===== src/rtl/if_id_stage.sv =====
// IF/ID pipeline register: two-entry skid buffer (main + skid) between fetch and decode.
// The main entry drives decode with the instruction fields pre-split.
module if_id_stage #(
  parameter logic [31:0] PC_RESET = 32'h0000_0000
) (
  input  logic        clk,
  input  logic        rst_n,
  input  logic        flush,
  input  logic        in_valid,
  output logic        in_ready,
  input  logic [31:0] in_pc,
  input  logic [31:0] in_instr,
  output logic        out_valid,
  input  logic        out_ready,
  output logic [31:0] out_pc,
  output logic [31:0] out_pc_plus4,
  output logic [31:0] out_instr,
  output logic [5:0]  out_opcode,
  output logic [4:0]  out_rs,
  output logic [4:0]  out_rt,
  output logic [4:0]  out_rd,
  output logic [4:0]  out_shamt,
  output logic [5:0]  out_funct,
  output logic [15:0] out_imm16,
  output logic [25:0] out_jtarget,
  output logic        out_is_nop
);

  logic        main_valid_r, skid_valid_r;
  logic [31:0] main_pc_r, main_pc4_r, main_instr_r;
  logic [31:0] skid_pc_r, skid_instr_r;

  logic accept_s, xfer_s;
  logic main_valid_nxt_s, skid_valid_nxt_s;
  logic main_load_in_s, main_load_skid_s, skid_load_s;

  assign accept_s = in_valid && !skid_valid_r;
  assign xfer_s   = main_valid_r && out_ready;

  // Next-state selection; flush overrides any accept or refill.
  always_comb begin
    main_valid_nxt_s = main_valid_r;
    skid_valid_nxt_s = skid_valid_r;
    main_load_in_s   = 1'b0;
    main_load_skid_s = 1'b0;
    skid_load_s      = 1'b0;
    if (flush) begin
      main_valid_nxt_s = 1'b0;
      skid_valid_nxt_s = 1'b0;
    end else if (!main_valid_r || (xfer_s && !skid_valid_r)) begin
      main_valid_nxt_s = accept_s;
      main_load_in_s   = accept_s;
    end else if (xfer_s) begin
      main_valid_nxt_s = 1'b1;
      main_load_skid_s = 1'b1;
      skid_valid_nxt_s = accept_s;
      skid_load_s      = accept_s;
    end else if (accept_s) begin
      skid_valid_nxt_s = 1'b1;
      skid_load_s      = 1'b1;
    end else begin
      main_valid_nxt_s = main_valid_r;
      skid_valid_nxt_s = skid_valid_r;
    end
  end

  // Valid flags and data registers; data only moves when its entry is written.
  always_ff @(posedge clk or negedge rst_n) begin
    if (!rst_n) begin
      main_valid_r <= 1'b0;
      skid_valid_r <= 1'b0;
      main_pc_r    <= PC_RESET;
      main_pc4_r   <= PC_RESET + 32'd4;
      main_instr_r <= 32'd0;
      skid_pc_r    <= PC_RESET;
      skid_instr_r <= 32'd0;
    end else begin
      main_valid_r <= main_valid_nxt_s;
      skid_valid_r <= skid_valid_nxt_s;
      if (main_load_in_s) begin
        main_pc_r    <= in_pc;
        main_pc4_r   <= in_pc + 32'd4;
        main_instr_r <= in_instr;
      end else if (main_load_skid_s) begin
        main_pc_r    <= skid_pc_r;
        main_pc4_r   <= skid_pc_r + 32'd4;
        main_instr_r <= skid_instr_r;
      end
      if (skid_load_s) begin
        skid_pc_r    <= in_pc;
        skid_instr_r <= in_instr;
      end
    end
  end

  assign in_ready     = !skid_valid_r;
  assign out_valid    = main_valid_r;
  assign out_pc       = main_pc_r;
  assign out_pc_plus4 = main_pc4_r;
  assign out_instr    = main_instr_r;
  assign out_opcode   = main_instr_r[31:26];
  assign out_rs       = main_instr_r[25:21];
  assign out_rt       = main_instr_r[20:16];
  assign out_rd       = main_instr_r[15:11];
  assign out_shamt    = main_instr_r[10:6];
  assign out_funct    = main_instr_r[5:0];
  assign out_imm16    = main_instr_r[15:0];
  assign out_jtarget  = main_instr_r[25:0];
  assign out_is_nop   = (main_instr_r == 32'd0);

endmodule


===== config.mk =====
export PLATFORM = sky130hd
export DESIGN_NAME = if_id_stage
export DESIGN_NICKNAME = d
export VERILOG_FILES = /design/src/rtl/if_id_stage.sv
export SDC_FILE = /design/constraint.sdc
export NUM_CORES = 1
export LEC_CHECK = 0
export CAP_MARGIN = 5
export CORE_UTILIZATION = 45
export DETAILED_ROUTE_END_ITERATION = 16
export GPL_TIMING_DRIVEN = 0
export PLACE_DENSITY = 0.77
export SETUP_SLACK_MARGIN = 0.5
export SLEW_MARGIN = 40
export SYNTH_ARGS = -nofsm -noshare
export SYNTH_HDL_FRONTEND = slang
export SYNTH_SLANG_ARGS = --single-unit

===== constraint.sdc =====
create_clock -name clk -period 3.9 [get_ports clk]
set_input_delay 0.39 -clock clk [delete_from_list [all_inputs] [get_ports clk]]
set_output_delay 0.39 -clock clk [all_outputs]
set_load 0.02 [all_outputs]

==> qor.txt <==
Initial drt markers -> 414
Status -> complete, no violations
Critical path cell sequence -> clkdlybuf4s50_1 -> nor2b_1 -> buf_2 -> nor3_2 -> clkbuf_4 -> buf_4 -> clkbuf_2 -> nand2_1 -> nand2_1 -> ha_2 -> inv_1 -> a2111oi_2 -> xor2_1 -> o21ai_1
Synth Area in XOR/XNOR -> 0.0260
Largest net degree at the start of global routing -> 62
GP Congestion -> 0.929
Post-route clock skew -> 8.24 ps
Port Buffers -> 241
Dpl hpwl -> 17600 µm
Post-Synth Simple-Gate Area -> 0.161
Setup bufs post-CTS -> 0
Gr ovfl total -> 0
Nets -> 1155
Critical path peak fanout -> 10
Synth Instances -> 822
Die Footprint -> 18500 µm²
CTS root buffer -> clkbuf_16
Top_reg_cell synth -> dfrtp_1
IO Count -> 242
CP Capture Type -> flip-flop
Yosys top cell area share -> 0.493
Antenna fix cells -> 0
Post-synth EDFFs -> 0
TritonRoute pass-1 iters -> 5
Row count -> 48
Die Span X -> 136 µm
Maximum clock path buffer count -> 2
Max-slew headroom -> 0.524
Warnings from Yosys -> 0
First-pass GRT wire length -> 36600 µm
Post-synth cell types -> 48
Sequential fraction of the synthesis area -> 0.496
Worst slack, placed -> -209 ps
Layout Cell Area excl Fill -> 11400 µm²
Area leader, netlist -> dfrtp_1
Post-Route WL -> 23700 µm
Worst EP arrival -> 3540 ps
RSZ-0062 raised after global routing -> false
CP Launch Type -> primary input
CTS clk-pin slew, worst paths -> 60 ps
Post-route DRC -> 0
Final Cycle Share -> 0.830
Initial Utilization -> 0.464
Post-Synth Adder-Cell Area -> 0.00155
Largest family of logic cells by synthesized area -> simple AND/OR/NAND/NOR gates
# fillers -> 1429
Vias in the first global route -> 6818
Mux contribution to synthesized area -> 0.125
Die height -> 136 µm
Max Cap Viol -> 0
Num CTS Buffers -> 17
Worst-Skew Late Latency -> 430 ps
Initial antenna violation count -> 0
Avg Inst Size Synth -> 9.82 µm²
Pin slew with the least headroom to its limit -> 704 ps
Core area -> 17400 µm²
Worst path bufs/invs -> 6
Delay-heaviest family, CP -> buffers and inverters
Leakage -> 4.85 nW
Fin. max-slew vios -> 0
Slowest cell on the critical path -> clkdlybuf4s50_1
Complex-gate fraction of the synthesized area -> 0.0939
CP peak stage delay -> 560 ps
Setup_tns -> 0 ps
Syn nets -> 892
Max VDD drop -> 0.000333 V
Clock sink count -> 160
Final hold vios -> 0
Asr flop ratio synth -> 1.00
Overall Power -> 6.69 mW
Vias -> 7150
Routed vias/inst -> 5.40
Final setup margin -> 663 ps
Worst Path Required -> 4200 ps
Cell area after placement -> 10800 µm²
Synth area leaders -> dfrtp_1 49%, mux2_2 9.6%, nand2_1 7.8%
Top-count cell post-synth -> nand2_1
Fmax -> 0.309 GHz
Setup CP Type -> in -> reg
Yosys reg bits -> 160
Commonest cells post-synth -> 168 x nand2_1, 159 x dfrtp_1, 76 x buf_4
Remaining antenna violation count -> 0
WL/cell -> 17.9 µm
Most used cell, CP -> nand2_1
CTS H-tree lvls -> 4
PwrDens -> 586 nW/µm²
Total track usage -> 0.261
Share of layout cells above drive strength 1 -> 0.184
Worst hold path class -> reg -> reg
Synth Cell Area -> 8080 µm²
CTS tree -> built
Final setup fails -> 0
Min cycle time layout -> 3240 ps
Area Overhead vs Synth -> 41.3%
## worst reg2reg max path, delay by kind of cell, from the launching register on
family | cells | cell delay, ps
adders and majority gates | 1 | 280
xor gates and xnor gates | 1 | 190
and+or+nand+nor | 4 | 490
DFF | 1 | 420
AOI/OAI and AO/OA | 2 | 500
buffers and inverters | 5 | 1210
## layout make-up
| class | instances | area [µm²] | area share |
|---|---|---|---|
| inverters | 4 | 15.0 | 0.00132 |
| well taps | 225 | 282 | 0.0247 |
| clock buffers | 25 | 505 | 0.0443 |
| multi-input cells | 536 | 3300 | 0.289 |
| clock inverters | 7 | 52.6 | 0.00461 |
| plain buffers | 122 | 771 | 0.0676 |
| flip-flops and latches | 160 | 4010 | 0.351 |
| repair buffers | 244 | 2480 | 0.218 |
## where the power goes
part	total [mW]	switching, mW	leakage, nW	internal [mW]
clock network	1.57	0.667	0.262	0.900
logic	2.64	1.27	2.62	1.38
registers	2.48	0.378	1.96	2.10
## placed cells by master, fill, tap and decap left out, drive strengths merged, types with 12 or more instances in the layout
master and n:
a31oi 38, mux2i 22, dfrtp 159, buf 98, nand4 14, clkdlybuf4s50 240
nor4 13, nand3 19, mux2 70, xor2 12, nand2 168, clkbuf 52
o21ai 48, nor2 48, xnor2 12
## logic make-up (layout without fill, tap and decap cells)
kind of cell | count (synthesis) | after routing
AND/OR/NAND/NOR | 297 | 297
adder cells (fa/ha/maj) | 1 | 1
multiplexers | 92 | 92
AO/OA/AOI/OAI | 122 | 122
flip-flops | 160 | 160
XOR/XNOR | 24 | 24
buffers and inverters | 126 | 402
## per-layer routing
| metal | part of all wire | vias to the layer above | global-route usage | routed length, µm |
|---|---|---|---|---|
| met5 | 0 | - | 0 | 0 |
| met3 | 0.056 | 39 | 0.0354 | 1320 |
| met2 | 0.48 | 268 | 0.422 | 11500 |
| met4 | 0.024 | 0 | 0.104 | 576 |
| li1 | - | 3327 | - | - |
| met1 | 0.44 | 3516 | 0.353 | 10400 |
## final timing paths
kind / from / to / slack, ps / cells past startpoint
hold reg to reg: out_pc_plus4[2] / out_pc_plus4[2] / 470 / 2
setup / recovery: out_ready / out_pc_plus4[30] / 660 / 14
max in group asynchronous: rst_n / skid_instr_r[3] / 2480 / 4
setup reg to reg: out_valid / out_pc_plus4[30] / 700 / 13
hold / removal: out_pc_plus4[2] / out_pc_plus4[2] / 470 / 2
min in group asynchronous: rst_n / out_pc[30] / 490 / 2
## timing repair
item | in CTS | in global routing
gates resized for setup | 3 | 4
endpoints found under the setup margin | 7 | 6
hold buffers | 1 | 0
endpoints found under the hold margin | 49 | 0
## registers in the layout (all words and copies together), names as in the netlist
| name | count |
|---|---|
| out_instr | 32 |
| skid_instr_r | 32 |
| skid_valid_r | 1 |
| skid_pc_r | 32 |
| out_valid | 1 |
| out_pc_plus4 | 30 |
| out_pc | 32 |
## per-stage QoR
stage | util | hold slack [ps] | cells
global placement | 0.618 | 449 | 1288
floorplan | - | 94.4 | 822
CTS | 0.655 | 462 | 1323
finish | 0.655 | 471 | 1323
global route | 0.655 | 497 | 1323
detailed placement | 0.622 | 323 | 1290
(Power assumes the default switching activity.)
